## src/rtl/sr_debounce_pkg.sv

```systemverilog
// Shared constants for the push-button debouncer feeding the NAND SR latch.
package sr_debounce_pkg;

  // Default number of consecutive synchronized cycles a new level must hold.
  localparam int unsigned DEF_STABLE_CYCLES = 200;

  // Default width of each debounce counter (2**DEF_CNT_W > DEF_STABLE_CYCLES).
  localparam int unsigned DEF_CNT_W = 8;

  // Level of an active-low strobe when no request is being issued.
  localparam logic STROBE_IDLE = 1'b1;

endpackage : sr_debounce_pkg

```

## src/rtl/sr_debounce_ch.sv

```systemverilog
// One debounce channel: 2-flop synchronizer, stability counter, debounced
// level register and a registered one-cycle request on each 0->1 level change.
module debounce_ch #(
  parameter int unsigned STABLE_CYCLES = 200,
  parameter int unsigned CNT_W         = 8
) (
  input  logic clk,
  input  logic rst_n,
  input  logic btn,
  output logic lvl,
  output logic req
);

  // Counter value at which a still-differing input is accepted.
  localparam logic [CNT_W-1:0] CNT_MAX = CNT_W'(STABLE_CYCLES - 1);

  logic             sync1_q, sync1_d;
  logic             sync2_q, sync2_d;
  logic [CNT_W-1:0] cnt_q, cnt_d;
  logic             lvl_q, lvl_d;
  logic             lvl_prev_q, lvl_prev_d;
  logic             req_q, req_d;

  // Next-state logic: synchronizer shift, stability count, level toggle, edge request.
  always_comb begin
    // NOTE: every _d is given a default first so no path leaves it unassigned, which keeps this block free of inferred latches.
    sync1_d    = btn;
    sync2_d    = sync1_q;
    cnt_d      = cnt_q;
    lvl_d      = lvl_q;
    lvl_prev_d = lvl_q;
    req_d      = lvl_q & ~lvl_prev_q;

    if (sync2_q == lvl_q) begin
      // Input agrees with the accepted level (or a glitch reverted): restart.
      cnt_d = '0;
    end else if (cnt_q == CNT_MAX) begin
      // Held long enough: accept the new level; counter never passes CNT_MAX.
      lvl_d = ~lvl_q;
      cnt_d = '0;
    end else begin
      cnt_d = cnt_q + 1'b1;
    end
  end

  // State register with synchronous active-low reset.
  always_ff @(posedge clk) begin
    // NOTE: sequential state is assigned with non-blocking (<=) so every flop samples pre-edge values and the order of statements does not matter.
    if (!rst_n) begin
      sync1_q    <= 1'b0;
      sync2_q    <= 1'b0;
      cnt_q      <= '0;
      lvl_q      <= 1'b0;
      lvl_prev_q <= 1'b0;
      req_q      <= 1'b0;
    end else begin
      sync1_q    <= sync1_d;
      sync2_q    <= sync2_d;
      cnt_q      <= cnt_d;
      lvl_q      <= lvl_d;
      lvl_prev_q <= lvl_prev_d;
      req_q      <= req_d;
    end
  end

  assign lvl = lvl_q;
  assign req = req_q;

endmodule : debounce_ch

```

## src/rtl/sr_debounce.sv

```systemverilog
// Debounces the set/reset buttons and arbitrates their requests into
// registered, mutually exclusive, active-low one-cycle strobes.
// Reset wins a collision; the losing set waits in a one-bit pending flag.
module sr_debounce
  import sr_debounce_pkg::*;
#(
  parameter int unsigned STABLE_CYCLES = DEF_STABLE_CYCLES,
  parameter int unsigned CNT_W         = DEF_CNT_W
) (
  input  logic clk,
  input  logic rst_n,
  input  logic btn_set,
  input  logic btn_rst,
  output logic s_n,
  output logic r_n,
  output logic set_lvl,
  output logic rst_lvl
);

  logic req_s, req_r;
  logic set_want;
  logic pend_q, pend_d;
  logic s_n_q, s_n_d;
  logic r_n_q, r_n_d;

  debounce_ch #(
    .STABLE_CYCLES(STABLE_CYCLES),
    .CNT_W        (CNT_W)
  ) u_set_ch (
    .clk  (clk),
    .rst_n(rst_n),
    .btn  (btn_set),
    .lvl  (set_lvl),
    .req  (req_s)
  );

  debounce_ch #(
    .STABLE_CYCLES(STABLE_CYCLES),
    .CNT_W        (CNT_W)
  ) u_rst_ch (
    .clk  (clk),
    .rst_n(rst_n),
    .btn  (btn_rst),
    .lvl  (rst_lvl),
    .req  (req_r)
  );

  // Arbitration: a reset request always goes first; a set yields and is held pending.
  always_comb begin
    set_want = req_s | pend_q;
    s_n_d    = STROBE_IDLE;
    r_n_d    = STROBE_IDLE;
    pend_d   = pend_q;

    if (req_r) begin
      r_n_d  = ~STROBE_IDLE;
      pend_d = set_want;
    end else if (set_want) begin
      s_n_d  = ~STROBE_IDLE;
      pend_d = 1'b0;
    end
  end

  // Output and pending-flag registers; reset drops any in-flight request.
  always_ff @(posedge clk) begin
    if (!rst_n) begin
      s_n_q  <= STROBE_IDLE;
      r_n_q  <= STROBE_IDLE;
      pend_q <= 1'b0;
    end else begin
      s_n_q  <= s_n_d;
      r_n_q  <= r_n_d;
      pend_q <= pend_d;
    end
  end

  assign s_n = s_n_q;
  assign r_n = r_n_q;

endmodule : sr_debounce

```

## config.mk

```make
export PLATFORM = sky130hd
export DESIGN_NAME = sr_debounce
export DESIGN_NICKNAME = d
export VERILOG_FILES = /design/src/rtl/sr_debounce_pkg.sv /design/src/rtl/sr_debounce_ch.sv /design/src/rtl/sr_debounce.sv
export SDC_FILE = /design/constraint.sdc
export NUM_CORES = 1
export LEC_CHECK = 0
export CAP_MARGIN = 30
export CORE_ASPECT_RATIO = 1.25
export CORE_UTILIZATION = 50
export DETAILED_ROUTE_END_ITERATION = 12
export DONT_BUFFER_PORTS = 1
export PLACE_DENSITY_LB_ADDON = 0.3
export SETUP_SLACK_MARGIN = 0.5
export SLEW_MARGIN = 15
export SYNTH_ARGS = -nofsm -noshare
export SYNTH_HDL_FRONTEND = slang
export SYNTH_SLANG_ARGS = --single-unit
```

## constraint.sdc

```tcl
create_clock -name clk -period 1.56 [get_ports clk]
set_input_delay 0.312 -clock clk [delete_from_list [all_inputs] [get_ports clk]]
set_output_delay 0.312 -clock clk [all_outputs]
set_load 0.02 [all_outputs]
```

* Word-level counts from Yosys, hierarchy flattened
Cells that the tools add are included.
** Storage, ports and cells
- Memories kept :: 0
- Bits in registers :: 29
- Bits in read-only memories :: 0
- Latch bits :: 0
- Output and inout bits :: 4
- Bits in writable memories :: 0
** Cells by class
- Equality and inequality tests :: 4
- Reductions and logical operators :: 6
- Div/mod/pow operators :: 0
- Bitwise gates (word level) :: 10
- Add/subtract/negate cells :: 2
- $mul :: 0
- Shifts and indexed selects :: 0
- Mux-type cells :: 4
- Magnitude comparators :: 0
** Operator list (number)
- $add 8x1->8 const B :: 2
- $eq 8x8->1 const B :: 2
- $not 1->1 :: 7
- $reduce_or 3->1 :: 2
- $mux 1 :: 4
- $reduce_and 2->1 :: 2
- $and 1x1->1 :: 2
- $eq 1x1->1 :: 2
- $reduce_bool 2->1 :: 1
- $reduce_or 2->1 :: 1
- $or 1x1->1 :: 1

* Depth between registers and ports, before layout
Gate-level depths: netlist of run 1.
- Depth after elaboration :: 3
- Depth in mapped cells :: 4
- Mapped depth without buffers :: 4

* Modules after synthesis
From an unflattened synthesis of run 1, not the netlist that was laid out.
** Second synthesis, totals
- Cell total of the unflattened synthesis :: 110
- Area total of the unflattened synthesis :: 1108.6 sq um
** By module, submodules not included
- debounce_ch :: instances 2, cells an instance 51, area an instance 513.0 sq um
- sr_debounce :: instances 1, cells an instance 8, area an instance 82.6 sq um

* Least setup slack after synthesis of run 1
OpenSTA, ideal clock, no wires.
- Path type :: reg2reg
- Start :: register u_set_ch.cnt_q[0]
- End :: register u_set_ch.cnt_q[1]
- Path slack :: 0.133 ns
- Cell stages (with the launch flop) :: 5
- Path buffers :: 0
- Arrival :: 1.277 ns
- Cells stage by stage :: dfxtp_1 -> ha_1 -> nand4_1 -> nor4_1 -> nor3b_1
** On the way
- Word-level cells in the longest chain between the ends :: 2
** RTL lines
- start, declared :: line sr_debounce_ch.sv:19 : logic [CNT_W-1:0] cnt_q, cnt_d;
- start signal, assigned :: line sr_debounce_ch.sv:59 : cnt_q <= cnt_d;
- parallel branches: the longest is 2 deep, another holds $add 8x1->8
Several ways; the timed one is not identified.
A chain may end at the register's enable or synchronous reset.

* Final worst setup path of run 1
- Start :: register u_rst_ch.cnt_q[4]
- End :: register u_rst_ch.lvl_q (netlist: u_rst_ch.lvl)
** On the way
- Word-level cells in the longest chain between the ends :: 2
** RTL lines
- start, declared :: line sr_debounce_ch.sv:19
- start signal, assigned :: line sr_debounce_ch.sv:59
- $eq 8x8->1 :: line sr_debounce_ch.sv:37 : end else if (cnt_q == CNT_MAX) begin
- $reduce_and 2->1 (no line)
- end signal, assigned :: line sr_debounce_ch.sv:60 : lvl_q <= lvl_d;
- end, declared :: line sr_debounce_ch.sv:20 : logic lvl_q, lvl_d;
Every way passes these cells.

==> results of run 1 <==
## kinds of logic (layout without fill, tap and decap cells)
kind of cell	Yosys count	in the layout	synth area share, %
AOI/OAI and AO/OA	17	17	9.32
and+or+nand+nor	50	50	25.3
buffers and inverters	7	23	2.45
xor gates and xnor gates	8	8	6.53
DFF	29	29	54.1
adders and majority gates	2	2	2.33
## path summary, 6_finish.rpt
check | end | depth (start not counted) | start
worst min-delay path | r_n$_SDFF_PN1_ | 1 | rst_n
worst min register to register | r_n$_SDFF_PN1_ | 1 | u_rst_ch.req$_SDFF_PN0_
worst max register to register | u_rst_ch.lvl$_SDFFE_PN0P_ | 3 | u_rst_ch.cnt_q[4]$_SDFF_PP0_
worst max-delay path | u_rst_ch.lvl$_SDFFE_PN0P_ | 3 | u_rst_ch.cnt_q[4]$_SDFF_PP0_
## metal layers
metal	GRT usage, %	up-vias	share of wire [%]
met5	0	-	0
met4	10.9	0	2.4
met3	9.73	7	3.9
met2	38.4	15	57
met1	21.7	402	37
li1	-	422	-
## area by class of cell
cell class,instances,area (um^2)
Sequential cell,29,611
Fill cell,151,611
Multi-Input combinational cell,77,583
Timing Repair Buffer,11,90.1
Clock buffer,7,65.1
Tap cell,20,25.0
Inverter,4,15.0
Clock inverter,1,5.00
## timing repair
item,CTS,global route
buffers inserted,6,3
pin swaps,6,2
endpoints found under the setup margin,18,18
resized for setup,23,10
## power by group through the flow
stage | clock network (mW) | logic (mW) | registers, mW
after floorplan | 0 | 0.0123 | 0.766
after global placement | 0 | 0.0116 | 0.767
after detailed placement | 0 | 0.0120 | 0.767
after CTS | 0.533 | 0.0144 | 0.747
after global routing | 0.577 | 0.0195 | 0.745
final | 0.520 | 0.0172 | 0.745
## per-stage QoR
step	power [mW]	util (%)
after floorplan	0.779	-
final	1.28	69.5
after CTS	1.30	66.5
after global placement	0.778	57.1
after detailed placement	0.779	57.1
after global routing	1.34	69.5
## cell usage in the layout, fill, tap and decap left out, drive strengths merged, types with 2 or more instances in the layout
master and count:
xor2 6, o21ai 7, nor2 9, nand3 8, buf 11, xnor2 2
a211oi 3, nand2 8, or3 7, and2 6, ha 2, dfxtp 29
a21oi 4, nor2b 2, nor3 2, nand4 3, inv 4, clkbuf 7
## sequential cells by signal (all words and copies together) (netlist names)
| signal | count |
|---|---|
| u_rst_ch.req | 1 |
| u_rst_ch.sync1_q | 1 |
| u_rst_ch.lvl | 1 |
| u_set_ch.req | 1 |
| u_rst_ch.cnt_q | 8 |
| u_rst_ch.lvl_prev_q | 1 |
| s_n | 1 |
| u_set_ch.lvl | 1 |
| u_rst_ch.sync2_q | 1 |
| u_set_ch.lvl_prev_q | 1 |
| u_set_ch.sync1_q | 1 |
| pend_q | 1 |
| u_set_ch.sync2_q | 1 |
| r_n | 1 |
| u_set_ch.cnt_q | 8 |
## critical path, stage by stage (launching register included)
cell	delay (ns)
dfxtp_2	0.33
or4b_4	0.55
or3_4	0.39
a21oi_2	0.11
==> results.ini, run 1 <==
[setup_path]
ff2ff_setup_slack_ns = 0.12
cp-start-kind = flip-flop
cp_max_fo = 3
crit_type = flip-flop to flip-flop
cp-end-kind = flip-flop
arrival_ns = 1.72
required_ns = 1.84

[status]
status = finished with violations
failed_checks = design-rule violations

[detailed_routing]
wl_mm = 2.21
routedWlPerCell_um = 14.8
num_vias = 846
viasPerCell = 5.68
drc = 3
drt_iter0_drc = 11
first_pass_iters = 8
ant_nets = 0

[die]
num_io_pins = 8
die-area_um2 = 2340
core_um2 = 2000
die_y_um = 53.8
initial_core_util_pct = 53.6
die_x_um = 43.4
rows = 18

[yosys]
synthTopCellsByArea = dfxtp_1, xor2_1, or3_1
yosysWarnings = 0
yosysSeqAreaShare_pct = 54.1
ys_ff_latch = 29
yosysMostFrequentCell = dfxtp_1
ys_top_cells_by_count = dfxtp_1, nor2_1, nand2_1, nand3_1
syn_area_per_cell_um2 = 9.50
ys_dominant_reg_cell = dfxtp_1
synth_edf_count = 0
synthCells = 113
synth_nets = 119
yosysTopAreaCellShare_pct = 54.1
syn-cell-area_um2 = 1070
yosysTopAreaCell = dfxtp_1
netlist-cell-type-count = 25
synth-async-reset-ratio_pct = 0

[sta]
worstMarginPinSlew_ns = 0.272
layout_setup_ws_ns = 0.124
max_freq_mhz = 697
maxSlewViolCount = 0
rsz0062_at_grt = true
fin_tns_setup_ns = 0
timing.slew.headroom_pct = 81.7
fin_skew_ns = 0.0108
timing.final.hold_violations = 0
post-route-period-util_pct = 92.0
min_period_ns = 1.44
holdWs_ns = 0.0616
setup_viol = 0

[layout]
nets = 134
finalInstanceArea_um2 = 1390
drive_gt1_share_pct = 41.9
final-instance-count-excl-fill = 149
diodes = 0
area_delta_synth_final_pct = 29.8

[placed_design]
place_area_um2 = 1140
placed_cells = 132
pre_cts_ws_ns = 0.144
hpwlAfterDp_mm = 1.20
port_buffers = 0
gp_congestion = 0.798

[clock_network]
cts_inserted_buffers = 5
htreeDepth = 2
clk_path_buf_depth = 2
root_buffer = clkbuf_4
clk_pin_slew_ns = 0.10
cts_tree = yes
clock_latency_ns = 0.33
clock_sinks = 29
hold_buffers = 0

[power]
clock_power_share_pct = 40.6
ir_drop_mv = 0.583
comb_power_share_pct = 1.3
switchingPower_mw = 0.273
pwr-share-seq_pct = 58.1
p_per_area_nw_per_um2 = 920
total_leakage_power_nw = 0.463
p_sw_share_pct = 21.3
p_int_mw = 1.01

[global_routing]
grt_max_degree = 13
grt_pass1_wl_mm = 3.57
grt_pass1_vias = 811
antenna_found_initial = 0
overflow = 0
grt_use_total_pct = 21.8

[hold_path]
holdCritPathClass = input port to flip-flop

[job]
max_cap_viol_count = 0

(Power assumes the default switching activity.)
==> inputs of run 2 (changes only) <==
--- a/config.mk
+++ b/config.mk
@@ -5,7 +5,7 @@
 export SDC_FILE = /design/constraint.sdc
 export NUM_CORES = 1
 export LEC_CHECK = 0
-export CAP_MARGIN = 30
+export CAP_MARGIN = 20
 export CORE_ASPECT_RATIO = 1.25
 export CORE_UTILIZATION = 50
 export DETAILED_ROUTE_END_ITERATION = 12
==> results of run 2 <==
Same layout as run 1: the final DEF is identical, and so are final timing and power.
